### src/rtl/scoreboard_pkg.sv
// Shared types and helpers for the scoreboard game/shot clock logic.
package scoreboard_pkg;

    // FSM state codes; these values are visible on the state port
    typedef enum logic [2:0] {
        ST_IDLE  = 3'd0,
        ST_RUN   = 3'd1,
        ST_PAUSE = 3'd2,
        ST_BREAK = 3'd3,
        ST_FINAL = 3'd4
    } gc_state_t;

    // Width of every seconds counter (covers 0..99)
    localparam int SEC_W = 7;

    // Digit code that the 7-segment driver renders as an unlit digit
    localparam logic [3:0] BLANK = 4'hF;

    // Split 0..99 into {tens, units} BCD digits
    function automatic logic [7:0] bin2bcd(input logic [SEC_W-1:0] sec);
        return {4'(sec / SEC_W'(10)), 4'(sec % SEC_W'(10))};
    endfunction

endpackage

### src/rtl/sec_tick_gen.sv
// Seconds prescaler: one-cycle tick every TICK_DIV enabled clocks.
// The count holds while en is low and clears on clr.
module sec_tick_gen #(
    parameter int unsigned TICK_DIV = 12048193
) (
    input  logic clk,
    input  logic rstn,
    input  logic en,
    input  logic clr,
    output logic tick
);

    localparam int unsigned CNT_W = (TICK_DIV > 1) ? $clog2(TICK_DIV) : 1;
    localparam logic [CNT_W-1:0] CNT_MAX = CNT_W'(TICK_DIV - 1);

    logic [CNT_W-1:0] cnt;

    // Tick marks the cycle whose closing edge wraps the count back to zero
    assign tick = en && (cnt == CNT_MAX);

    // Prescaler count: clear, hold, or advance with wrap
    always_ff @(posedge clk or negedge rstn) begin
        if (!rstn) begin
            cnt <= '0;
        end else if (clr) begin
            cnt <= '0;
        end else if (en) begin
            if (cnt == CNT_MAX) begin
                cnt <= '0;
            end else begin
                cnt <= cnt + CNT_W'(1);
            end
        end
    end

endmodule

### src/rtl/game_clock_ctrl.sv
// Game clock and shot clock controller: periods, breaks, shot clock,
// buzzer pulses and registered BCD digits for the display drivers.
module game_clock_ctrl
    import scoreboard_pkg::*;
#(
    parameter int unsigned TICK_DIV = 12048193,
    parameter int unsigned Q_LEN    = 60,
    parameter int unsigned REST_LEN = 10,
    parameter int unsigned NUM_Q    = 4,
    parameter int unsigned SHOT_LEN = 24
) (
    input  logic             clk,
    input  logic             rstn,
    input  logic             start,
    input  logic             pause_tg,
    input  logic             shot_rst,
    output logic [2:0]       state,
    output logic [2:0]       quarter,
    output logic [NUM_Q-1:0] period_led,
    output logic [3:0]       game_tens,
    output logic [3:0]       game_units,
    output logic [3:0]       shot_tens,
    output logic [3:0]       shot_units,
    output logic             game_buzz,
    output logic             shot_buzz
);

    localparam logic [SEC_W-1:0] Q_SEC    = SEC_W'(Q_LEN);
    localparam logic [SEC_W-1:0] REST_SEC = SEC_W'(REST_LEN);
    localparam logic [SEC_W-1:0] SHOT_SEC = SEC_W'(SHOT_LEN);
    localparam logic [SEC_W-1:0] ONE_SEC  = SEC_W'(1);
    localparam logic [7:0]       GAME_RST_BCD = bin2bcd(Q_SEC);
    localparam logic [7:0]       SHOT_RST_BCD = bin2bcd(SHOT_SEC);

    gc_state_t        st, st_nxt;
    logic [SEC_W-1:0] game_sec, game_nxt;
    logic [SEC_W-1:0] shot_sec, shot_nxt;
    logic [SEC_W-1:0] rest_sec, rest_nxt;
    logic [2:0]       qtr, qtr_nxt;
    logic [NUM_Q-1:0] led, led_nxt;
    logic             game_buzz_nxt, shot_buzz_nxt;
    logic             game_end, shot_end;

    logic             tick, tick_en, tick_clr;

    logic [SEC_W-1:0] game_disp;
    logic [7:0]       game_bcd, shot_bcd;
    logic             shot_blank;

    assign tick_en  = (st == ST_RUN) || (st == ST_BREAK);
    assign tick_clr = (st == ST_IDLE) || (st == ST_FINAL);

    sec_tick_gen #(
        .TICK_DIV (TICK_DIV)
    ) u_tick (
        .clk  (clk),
        .rstn (rstn),
        .en   (tick_en),
        .clr  (tick_clr),
        .tick (tick)
    );

    // Next-state, count updates and buzzer requests
    always_comb begin
        st_nxt        = st;
        game_nxt      = game_sec;
        shot_nxt      = shot_sec;
        rest_nxt      = rest_sec;
        qtr_nxt       = qtr;
        led_nxt       = led;
        game_buzz_nxt = 1'b0;
        shot_buzz_nxt = 1'b0;
        game_end      = 1'b0;
        shot_end      = 1'b0;

        case (st)
            ST_IDLE: begin
                if (start) begin
                    st_nxt = ST_RUN;
                end
            end

            ST_RUN: begin
                if (tick) begin
                    if (game_sec != '0) begin
                        game_nxt = game_sec - ONE_SEC;
                    end
                    if (shot_sec != '0) begin
                        shot_nxt = shot_sec - ONE_SEC;
                    end
                    game_end = (game_sec == ONE_SEC);
                    // A simultaneous shot_rst reload cancels the violation
                    shot_end = (shot_sec == ONE_SEC) && !shot_rst;
                end

                shot_buzz_nxt = shot_end;

                if (game_end) begin
                    game_buzz_nxt = 1'b1;
                    for (int unsigned i = 0; i < NUM_Q; i++) begin
                        if (qtr == 3'(i)) begin
                            led_nxt[i] = 1'b1;
                        end
                    end
                    st_nxt = (qtr < 3'(NUM_Q - 1)) ? ST_BREAK : ST_FINAL;
                end else if (shot_end || pause_tg) begin
                    st_nxt = ST_PAUSE;
                end
            end

            ST_PAUSE: begin
                if (pause_tg) begin
                    st_nxt = ST_RUN;
                end
            end

            ST_BREAK: begin
                if (tick) begin
                    if (rest_sec <= ONE_SEC) begin
                        qtr_nxt  = qtr + 3'd1;
                        game_nxt = Q_SEC;
                        shot_nxt = SHOT_SEC;
                        rest_nxt = REST_SEC;
                        st_nxt   = ST_PAUSE;
                    end else begin
                        rest_nxt = rest_sec - ONE_SEC;
                    end
                end
            end

            ST_FINAL: begin
                st_nxt = ST_FINAL;
            end

            default: begin
                st_nxt = ST_IDLE;
            end
        endcase

        // Possession change overrides any shot count update this cycle
        if (shot_rst && (st != ST_FINAL)) begin
            shot_nxt = SHOT_SEC;
        end
    end

    // State, count and buzzer registers
    always_ff @(posedge clk or negedge rstn) begin
        if (!rstn) begin
            st        <= ST_IDLE;
            game_sec  <= Q_SEC;
            shot_sec  <= SHOT_SEC;
            rest_sec  <= REST_SEC;
            qtr       <= '0;
            led       <= '0;
            game_buzz <= 1'b0;
            shot_buzz <= 1'b0;
        end else begin
            st        <= st_nxt;
            game_sec  <= game_nxt;
            shot_sec  <= shot_nxt;
            rest_sec  <= rest_nxt;
            qtr       <= qtr_nxt;
            led       <= led_nxt;
            game_buzz <= game_buzz_nxt;
            shot_buzz <= shot_buzz_nxt;
        end
    end

    // Display source selection and shot-clock blanking
    always_comb begin
        game_disp  = (st == ST_BREAK) ? rest_sec : game_sec;
        game_bcd   = bin2bcd(game_disp);
        shot_bcd   = bin2bcd(shot_sec);
        shot_blank = (st == ST_BREAK) || (st == ST_FINAL) || (game_sec < shot_sec);
    end

    // Registered BCD digits for the 7-segment drivers
    always_ff @(posedge clk or negedge rstn) begin
        if (!rstn) begin
            game_tens  <= GAME_RST_BCD[7:4];
            game_units <= GAME_RST_BCD[3:0];
            shot_tens  <= SHOT_RST_BCD[7:4];
            shot_units <= SHOT_RST_BCD[3:0];
        end else begin
            game_tens  <= game_bcd[7:4];
            game_units <= game_bcd[3:0];
            shot_tens  <= shot_blank ? BLANK : shot_bcd[7:4];
            shot_units <= shot_blank ? BLANK : shot_bcd[3:0];
        end
    end

    assign state      = st;
    assign quarter    = qtr;
    assign period_led = led;

endmodule

### config.mk
export PLATFORM = sky130hd
export DESIGN_NAME = game_clock_ctrl
export DESIGN_NICKNAME = d
export VERILOG_FILES = /design/src/rtl/scoreboard_pkg.sv /design/src/rtl/sec_tick_gen.sv /design/src/rtl/game_clock_ctrl.sv
export SDC_FILE = /design/constraint.sdc
export NUM_CORES = 1
export LEC_CHECK = 0
export CAP_MARGIN = 15
export CORE_ASPECT_RATIO = 2
export CORE_MARGIN = 5
export CORE_UTILIZATION = 23
export CTS_CLUSTER_SIZE = 14
export DETAILED_ROUTE_END_ITERATION = 10
export PLACE_DENSITY_LB_ADDON = 0.12
export SYNTH_ARGS = -nofsm -noshare
export SYNTH_HDL_FRONTEND = slang
export SYNTH_SLANG_ARGS = --single-unit
### constraint.sdc
create_clock -name clk -period 3.6 [get_ports clk]
set_clock_uncertainty 0.2 [all_clocks]
set_input_delay 0.36 -clock clk [delete_from_list [all_inputs] [get_ports clk]]
set_output_delay 0.36 -clock clk [all_outputs]
set_load 0.005 [all_outputs]
==> impl_metrics.yaml, run 1 <==
setup_path:
  crit_fanout: 7
  endpoint_kind: "register"
  critPathLaunchType: "register"
  worstSetupPathType: "register to register"
  critPathArrivalTime_ns: 3.34
  cp_data_required_time_ns: 3.68
detailed_routing:
  drt_first_iter_violations: 173
  drt_pass1_iterations: 4
  wl_met3_um: 329
  vias_per_cell: 4.81
  highest_layer: "met4"
  dr_wl_met2_um: 8250
  routed_wirelength_um: 14400
  avgRoutedWirePerCell_um: 16.4
  num_vias: 4212
  detail-route-antenna-nets: 0
  drc_errors: 0
  met1Wirelength_um: 5310
yosys:
  synthFlopType: "dfrtp_1"
  yosysSeqAreaShare_pct: 38.0
  synth.ff_latch_count: 73
  async_flop_share_pct: 100
  netlist_area_sq_um: 4850
  netlist_instances: 569
  synth.area.top_cells: "dfrtp_1 31%, dfstp_2 6.5%, ha_1 6.4%"
  yosys.area.top_type_share_pct: 31.5
  synth_edf_count: 0
  synth_cell_types: 75
  synth_top_area_cell: "dfrtp_1"
  syn_avg_cell_area_sq_um: 8.53
  syn_nets: 599
  yosys_warnings: 0
placement:
  dp.cells: 859
  dp_hpwl_um: 10900
  port-buffer-count: 32
  gp_congestion: 0.826
clock_network:
  cts-hold-fix-buffers: 0
  clk_latency_ns: 0.34
  cts_setup_buffers: 0
  numCtsBuffers: 9
  tritoncts: "done"
  clk_pin_slew_ns: 0.06
  htreeDepth: 3
  clk_path_buf_depth: 2
  root_buffer: "clkbuf_16"
  cts-resized-gates: 0
  clock_sinks: 73
global_route:
  antenna_found_initial: 0
  grt_start_max_net_pins: 74
  overflow: 0
  grt_pass1_vias: 4337
  grt_util_all_layers_pct: 12.1
  grt_pass1_wl_um: 23100
sta:
  timing.hold.ws_ns: -0.0201
  setup_viol: 0
  max_freq_mhz: 306
  hold_violations: 12
  fin_crit_sh_pct: 90.8
  totalNegativeSetupSlack_ns: 0
  slew_headroom_pct: 33.4
  min_period_ns: 3.27
  rsz0062_at_grt: "false"
  slew_viol_final: 0
  tightest_slew_ns: 0.999
power:
  p_total_mw: 2.79
  ir_worst_vdd_mv: 0.203
  power.density_nw_per_um2: 477
  p_leak_nw: 2.31
status:
  violations: "negative hold slack"
  outcome: "finished with violations"
layout:
  utilization_pct: 27.9
  drive_gt1_share_pct: 10.9
  stdcell_count: 875
  layout.nets: 631
  syn_to_final_growth_pct: 20.6
  antennaDiodeCount: 0
job:
  drv_cap: 0
floorplanning:
  start_util_pct: 23.2
  fp.dieW_um: 113
  die_h_um: 215
  boundaryPins: 33
  core-area_sq_um: 20900
  die_area_sq_um: 24300
  rows: 75
worst_hold_path:
  hold_path_class: "input pin to async pin"
worst max-delay path: stages (launching register included):
cell	delay, ns
dfrtp_1	0.44
inv_1	0.18
ha_1	0.25
o21ai_2	0.10
xnor2_1	0.43
nor3_1	0.11
o21ai_0	0.17
o221a_2	0.21
ha_1	0.14
inv_1	0.06
a311oi_1	0.46
mux2_2	0.39
nand2_1	0.07
registers in the layout (all words and copies together) (netlist names):
signal,count
state,3
shot_sec,7
shot_tens,4
quarter,3
period_led,4
game_units,4
game_sec,7
shot_buzz,1
u_tick.cnt,24
game_tens,4
game_buzz,1
shot_units,4
rest_sec,7
routing by layer:
layer / GRT usage [%] / vias to the layer above
met4: 5.82 / 0
met2: 23.8 / 65
met3: 1.93 / 26
met5: 0 / -
li1: - / 2090
met1: 11.8 / 2031
cell usage after synthesis, types with 6 or more instances:
cell type / number
nor2_1: 52
a21o_1: 8
nand2b_1: 11
a31oi_1: 8
and3_1: 6
a21oi_1: 31
inv_1: 22
xnor2_1: 9
xor2_1: 13
nand3b_1: 6
clkbuf_1: 15
nand3_1: 22
dfstp_2: 12
dfrtp_1: 61
buf_2: 8
nand2_1: 70
ha_1: 25
nor3_1: 17
nor2b_1: 12
o21ai_0: 53
o31ai_1: 11
cell families after synthesis:
logic type / after synthesis / synth area share, %
AO/OA/AOI/OAI: 154 / 20.7
XOR/XNOR: 22 / 3.97
adder cells (fa/ha/maj): 25 / 6.45
buffers and inverters: 48 / 4.20
flip-flops: 73 / 38.0
multiplexers: 8 / 1.81
AND/OR/NAND/NOR: 239 / 24.9
final cells by class:
class / count / area, sq um
tap: 269 / 337
sequential: 73 / 1840
inverter: 23 / 86.3
multi-input combinational: 448 / 2810
fill: 2219 / 15100
timing repair buffer: 46 / 423
clock buffer: 12 / 256
clock inverter: 4 / 98.8
cells in the final DEF, fill, tap and decap left out, drive strengths merged, types with 6 or more instances in the layout:
cell	synthesis	final
dfstp	12	12
nor2	52	52
nor2b	12	12
a31oi	8	8
nor3	17	17
nand2	70	70
dfrtp	61	61
buf	9	15
o21ai	55	55
and2	6	6
a21o	9	9
xnor2	9	9
o31ai	11	11
nor4	6	6
clkbuf	16	12
nand3	22	22
nand2b	12	12
nand3b	6	6
and3	7	7
a21oi	32	32
inv	22	22
xor2	13	13
clkdlybuf4s50	0	31
ha	25	25
worst paths after layout:
check / endpoint / startpoint / slack, ns / cells after the start
max in group asynchronous: period_led[2] / rstn / 2.56 / 1
worst min-delay path: u_tick.cnt[6] / rstn / -0.02 / 1
worst max register to register: shot_units[2] / shot_sec[5] / 0.33 / 12
worst min register to register: period_led[2] / period_led[2] / 0.25 / 1
worst max-delay path: shot_units[2] / shot_sec[5] / 0.33 / 12
min in group clk: period_led[2] / period_led[2] / 0.25 / 1
through the flow:
| stage | cell area (sq um) | setup slack (ns) |
|---|---|---|
| after CTS | 5850 | 0.358 |
| after global routing | 5850 | 0.0695 |
| after detailed placement | 5490 | 0.380 |
| after global placement | 5490 | 0.469 |
| after floorplan | 4850 | 0.649 |
| final | 5850 | 0.333 |
power by group:
group | switching, mW | internal, mW | total [mW]
combinational | 0.460 | 0.310 | 0.770
sequential | 0.0657 | 0.878 | 0.943
clock | 0.360 | 0.717 | 1.08
total | 0.886 | 1.90 | 2.79
No activity file was read; power rests on OpenSTA's default activity.
==> run 2, diff against run 1 <==
--- a/config.mk
+++ b/config.mk
@@ -6,6 +6,8 @@
 export NUM_CORES = 1
 export LEC_CHECK = 0
 export CAP_MARGIN = 15
+export CELL_PAD_IN_SITES_DETAIL_PLACEMENT = 1
+export CELL_PAD_IN_SITES_GLOBAL_PLACEMENT = 2
 export CORE_ASPECT_RATIO = 2
 export CORE_MARGIN = 5
 export CORE_UTILIZATION = 23
==> run 2 against run 1 <==
Compared with the run above:
- the run now ends clean
- design area rose by 0.47%
- sequential power fell by 2%
- critical path depth did not move
- register-to-register slack got worse by 0.03 ns
- clock power fell by 6%
- first-iteration DRC count fell by 37%
- clock-buffer cell count rose by 3
- combinational power rose by 8.7%
- critical path type unchanged
==> impl_metrics.yaml, run 2 (synthesis results as in run 1) <==
status:
  outcome: "completed"
clock_network:
  clk_latency_ns: 0.36
  clk_path_buf_depth: 2
  cts_setup_buffers: 0
  root_buffer: "clkbuf_16"
  clk_pin_slew_ns: 0.06
  clock_sinks: 73
  tritoncts: "done"
  numCtsBuffers: 9
  htreeDepth: 3
power:
  p_total_mw: 2.78
  p_leak_nw: 2.33
  power.density_nw_per_um2: 474
  ir_worst_vdd_mv: 0.194
detailed_routing:
  avgRoutedWirePerCell_um: 18.7
  routed_wirelength_um: 16500
  drt_first_iter_violations: 109
  detail-route-antenna-nets: 0
  drt_pass1_iterations: 4
  drc_errors: 0
  vias_per_cell: 4.88
  num_vias: 4301
setup_path:
  path_buf_inv: 2
  slowest_stage: "dfstp_2"
  critPathArrivalTime_ns: 3.40
  crit_path_cell_trace: "inv_1 -> ha_1 -> and2_1 -> nor2_1 -> nor3_1 -> o21ai_0 -> o221a_2 -> ha_1 -> inv_1 -> a311oi_1 -> mux2_2 -> nand2_1"
  slowest_delay_ns: 0.61
  crit_fanout: 7
  endpoint_kind: "register"
  cp_data_required_time_ns: 3.70
  worstSetupPathType: "register to register"
  critPathLaunchType: "register"
  critPathTopFamily: "compound AO/OA/AOI/OAI gates"
global_route:
  overflow: 0
  grt_start_max_net_pins: 55
  grt_util_all_layers_pct: 14.1
  grt_pass1_wl_um: 26200
  antenna_found_initial: 0
  grt_pass1_vias: 4691
layout:
  layout_common_cells: "70 x nand2_1, 61 x dfrtp_1, 53 x o21ai_0"
  final_area_sq_um: 5880
  layout.nets: 638
  drive_gt1_share_pct: 11.7
  multi_input_area_sq_um: 2810
  largest_reg_flops: 24
  largest_register: "u_tick.cnt"
  area.sequential_sq_um: 1840
  antennaDiodeCount: 0
  fill_cells: 2473
  syn_to_final_growth_pct: 21.1
  final_common_cell: "nand2_1"
sta:
  rsz0062_at_grt: "false"
  max_freq_mhz: 303
  tightest_slew_ns: 0.783
  slew_headroom_pct: 47.8
  slew_viol_final: 0
  totalNegativeSetupSlack_ns: 0
  hold_violations: 0
  min_period_ns: 3.30
  fin_crit_sh_pct: 91.7
  setup_viol: 0
placement:
  gp_congestion: 0.779
  port-buffer-count: 32
  placed_area_sq_um: 5540
  dp_hpwl_um: 12600
worst_hold_path:
  hold_path_class: "register to register"
floorplanning:
  die_h_um: 215
  start_util_pct: 23.2
  core-area_sq_um: 20900
  boundaryPins: 33
  fp.dieW_um: 113
  die_area_sq_um: 24300
  rows: 75
job:
  drv_cap: 0
## run 2: cell types whose count changed in the layout (fill, tap and decap cells not counted), sizes merged
cell         previous run  this run
bufinv                  3         1
buf                    15        21
dlygate4sd3             0         1
clkbuf                 12        15
clkinv                  2         1
## run 2: layer usage
layer	vias to the layer above	wire length, um	track usage [%]
li1	2103	-	-
met1	2130	6000	13.5
met2	45	9580	27.6
met3	23	314	2.38
met4	0	644	7.46
met5	-	0	0
## run 2: area by class of cell
type | instances | area share [%]
Sequential cell | 73 | 31.3
Timing Repair Buffer | 53 | 8.13
Clock buffer | 15 | 5.07
Clock inverter | 1 | 0.511
Inverter | 23 | 1.47
Tap cell | 269 | 5.73
Multi-Input combinational cell | 448 | 47.7
## run 2: final timing paths
| check | start | to | slack (ns) | depth (start not counted) |
|---|---|---|---|---|
| min in group asynchronous | rstn | game_tens[3] | 0.42 | 2 |
| setup / recovery | shot_sec[4] | shot_units[2] | 0.30 | 12 |
| hold / removal | period_led[2] | period_led[2] | 0.26 | 1 |
| max in group asynchronous | rstn | u_tick.cnt[11] | 2.08 | 3 |
| hold reg to reg | period_led[2] | period_led[2] | 0.26 | 1 |
| setup reg to reg | shot_sec[4] | shot_units[2] | 0.30 | 12 |
## run 2: repair_timing
action	4_1_cts	5_1_grt
hold buffers	1	0
endpoints found under the hold margin	40	0
resized for setup	0	0
## run 2: power breakdown
group	internal [mW]	leakage (nW)	switching (mW)
sequential	0.878	0.933	0.0482
combinational	0.319	1.24	0.518
clock	0.633	0.162	0.387
## run 2: stage by stage
stage	setup slack, ns	hold WS (ns)	std cells	util (%)
5_1_grt	0.0368	0.279	882	28.1
3_3_place_gp	0.417	0.252	865	26.5
4_1_cts	0.275	0.266	882	28.1
3_5_place_dp	0.300	0.252	865	26.5
6_report	0.299	0.255	882	28.1
2_1_floorplan	0.649	-0.136	569	-
==> run 3, diff against run 2 <==
--- a/config.mk
+++ b/config.mk
@@ -10,7 +10,7 @@
 export CELL_PAD_IN_SITES_GLOBAL_PLACEMENT = 2
 export CORE_ASPECT_RATIO = 2
 export CORE_MARGIN = 5
-export CORE_UTILIZATION = 23
+export CORE_UTILIZATION = 25
 export CTS_CLUSTER_SIZE = 14
 export DETAILED_ROUTE_END_ITERATION = 10
 export PLACE_DENSITY_LB_ADDON = 0.12
==> run 3 against run 2 <==
Compared with the run above:
- clock-buffer cell count fell by 1
- worst setup slack gained 0.031 ns
- largest power group unchanged
- critical path type unchanged
- largest cell class unchanged
- first-iteration DRC count shrank 23%
==> impl_metrics.yaml, run 3 (synthesis results as in run 1) <==
status:
  outcome: "completed"
setup_path:
  r2r_slack_ns: 0.33
  endpoint_kind: "register"
  slowest_stage: "xnor2_1"
  cp_data_required_time_ns: 3.68
  worstSetupPathType: "register to register"
  critPathArrivalTime_ns: 3.35
  r2r-start: "shot_sec[5]"
  slowest_delay_ns: 0.47
  rr_worst_depth: 12
  reg2reg_to: "shot_units[2]"
  critPathLaunchType: "register"
  crit_path_cell_trace: "inv_1 -> ha_1 -> o21ai_2 -> xnor2_1 -> nor3_1 -> o21ai_0 -> o221a_2 -> ha_1 -> inv_1 -> a311oi_1 -> mux2_2 -> nand2_1"
  crit_fanout: 7
sta:
  slew_headroom_pct: 43.4
  setup_viol: 0
  slew_viol_final: 0
  max_freq_mhz: 306
  hold_violations: 0
  min_period_ns: 3.27
  totalNegativeSetupSlack_ns: 0
  tightest_slew_ns: 0.828
  fin_crit_sh_pct: 90.8
  rsz0062_at_grt: "false"
detailed_routing:
  drt_pass1_iterations: 4
  drt_first_iter_violations: 84
  detail-route-antenna-nets: 0
  vias_per_cell: 5.04
  drc_errors: 0
  num_vias: 4387
  routed_wirelength_um: 15800
  avgRoutedWirePerCell_um: 18.2
clock_network:
  clk_pin_slew_ns: 0.06
  cts-hold-fix-buffers: 1
  numCtsBuffers: 9
  root_buffer: "clkbuf_16"
  tritoncts: "done"
  cts-resized-gates: 0
  cts_setup_buffers: 0
  clk_latency_ns: 0.34
  htreeDepth: 3
  clock_sinks: 73
  clk_path_buf_depth: 2
floorplanning:
  die_area_sq_um: 22500
  boundaryPins: 33
  fp.dieW_um: 108
  die_h_um: 207
  rows: 72
  core-area_sq_um: 19200
  start_util_pct: 25.3
global_route:
  grtUsageMet3_pct: 1.65
  grt_util_met1_pct: 14.5
  antenna_found_initial: 0
  grt_pass1_wl_um: 25500
  grt_util_all_layers_pct: 14.9
  grt_busiest_layer: "met2"
  grt_start_max_net_pins: 58
  overflow: 0
  grt_use_met2_pct: 29.6
  grt_pass1_vias: 4781
layout:
  final_common_cell: "nand2_1"
  utilization_pct: 30.4
  drive_gt1_share_pct: 11.4
  syn_to_final_growth_pct: 20.3
  fill_cells: 2277
  antennaDiodeCount: 0
  layout.nets: 637
  layout_common_cells: "70 x nand2_1, 61 x dfrtp_1, 53 x o21ai_0"
  largest_register: "u_tick.cnt"
  largest_reg_flops: 24
placement:
  gp_congestion: 0.786
  port-buffer-count: 32
  dp_hpwl_um: 12400
power:
  power.density_nw_per_um2: 465
  ir_worst_vdd_mv: 0.233
  p_leak_nw: 2.32
worst_hold_path:
  hold_end: "period_led[1]"
  worstHoldStart: "period_led[1]"
  hold_depth: 1
  hold_path_class: "register to register"
job:
  drv_cap: 0
## run 3: cell types whose count changed in the layout (fill, tap and decap cells not counted), sizes merged
| cell | delta |
|---|---|
| clkinv | +1 |
| clkbuf | -1 |
| buf | -1 |
## run 3: cell type report
cell class / instances / area (sq um) / share of cell area (%)
multi-input cells: 448 / 2810 / 48.1
clock buffers: 14 / 274 / 4.69
inverters: 23 / 86.3 / 1.48
repair buffers: 52 / 470 / 8.06
flip-flops and latches: 73 / 1840 / 31.6
well taps: 259 / 324 / 5.55
clock inverters: 2 / 35.0 / 0.600
## run 3: worst max path at each step
| stage | from | endpoint | cells past startpoint |
|---|---|---|---|
| CTS | shot_sec[4] | shot_units[2] | 12 |
| detailed placement | shot_sec[4] | shot_units[2] | 12 |
| global route | shot_sec[4] | shot_units[2] | 12 |
| finish | shot_sec[5] | shot_units[2] | 12 |
| floorplan | shot_sec[4] | shot_units[2] | 12 |
| global placement | shot_sec[5] | shot_units[2] | 12 |
## run 3: through the flow
step                      hold WS (ns)  total power, mW  std cells  worst slack, ns  instance area [sq um]
final                            0.254             2.72        871            0.330                   5840
after global routing             0.271             2.90        871           0.0705                   5840
after CTS                        0.258             2.78        871            0.302                   5840
after detailed placement         0.245             1.80        854            0.332                   5520
after global placement           0.249             1.78        854            0.423                   5520
after floorplan                 -0.136             1.48        569            0.649                   4850
## run 3: routing by layer
metal,vias to the layer above,part of all wire [%]
met2,58,59
li1,2108,-
met5,-,0
met1,2189,36
met4,0,4.0
met3,32,1.4
## run 3: worst max-delay path, delay by kind of cell, from the launching register on
kind                     cells  cell delay [ns]
XOR/XNOR                     1             0.47
flip-flops                   1             0.44
AO/OA/AOI/OAI                4             0.93
buffers and inverters        2             0.23
AND/OR/NAND/NOR              2             0.17
adder cells (fa/ha/maj)      2             0.39
multiplexers                 1             0.39
## run 3: power breakdown
part	switching, mW	internal (mW)	leakage, nW	total [mW]
registers	0.0467	0.878	0.933	0.925
logic	0.519	0.327	1.23	0.847
clock network	0.352	0.593	0.153	0.945
total	0.918	1.80	2.32	2.72
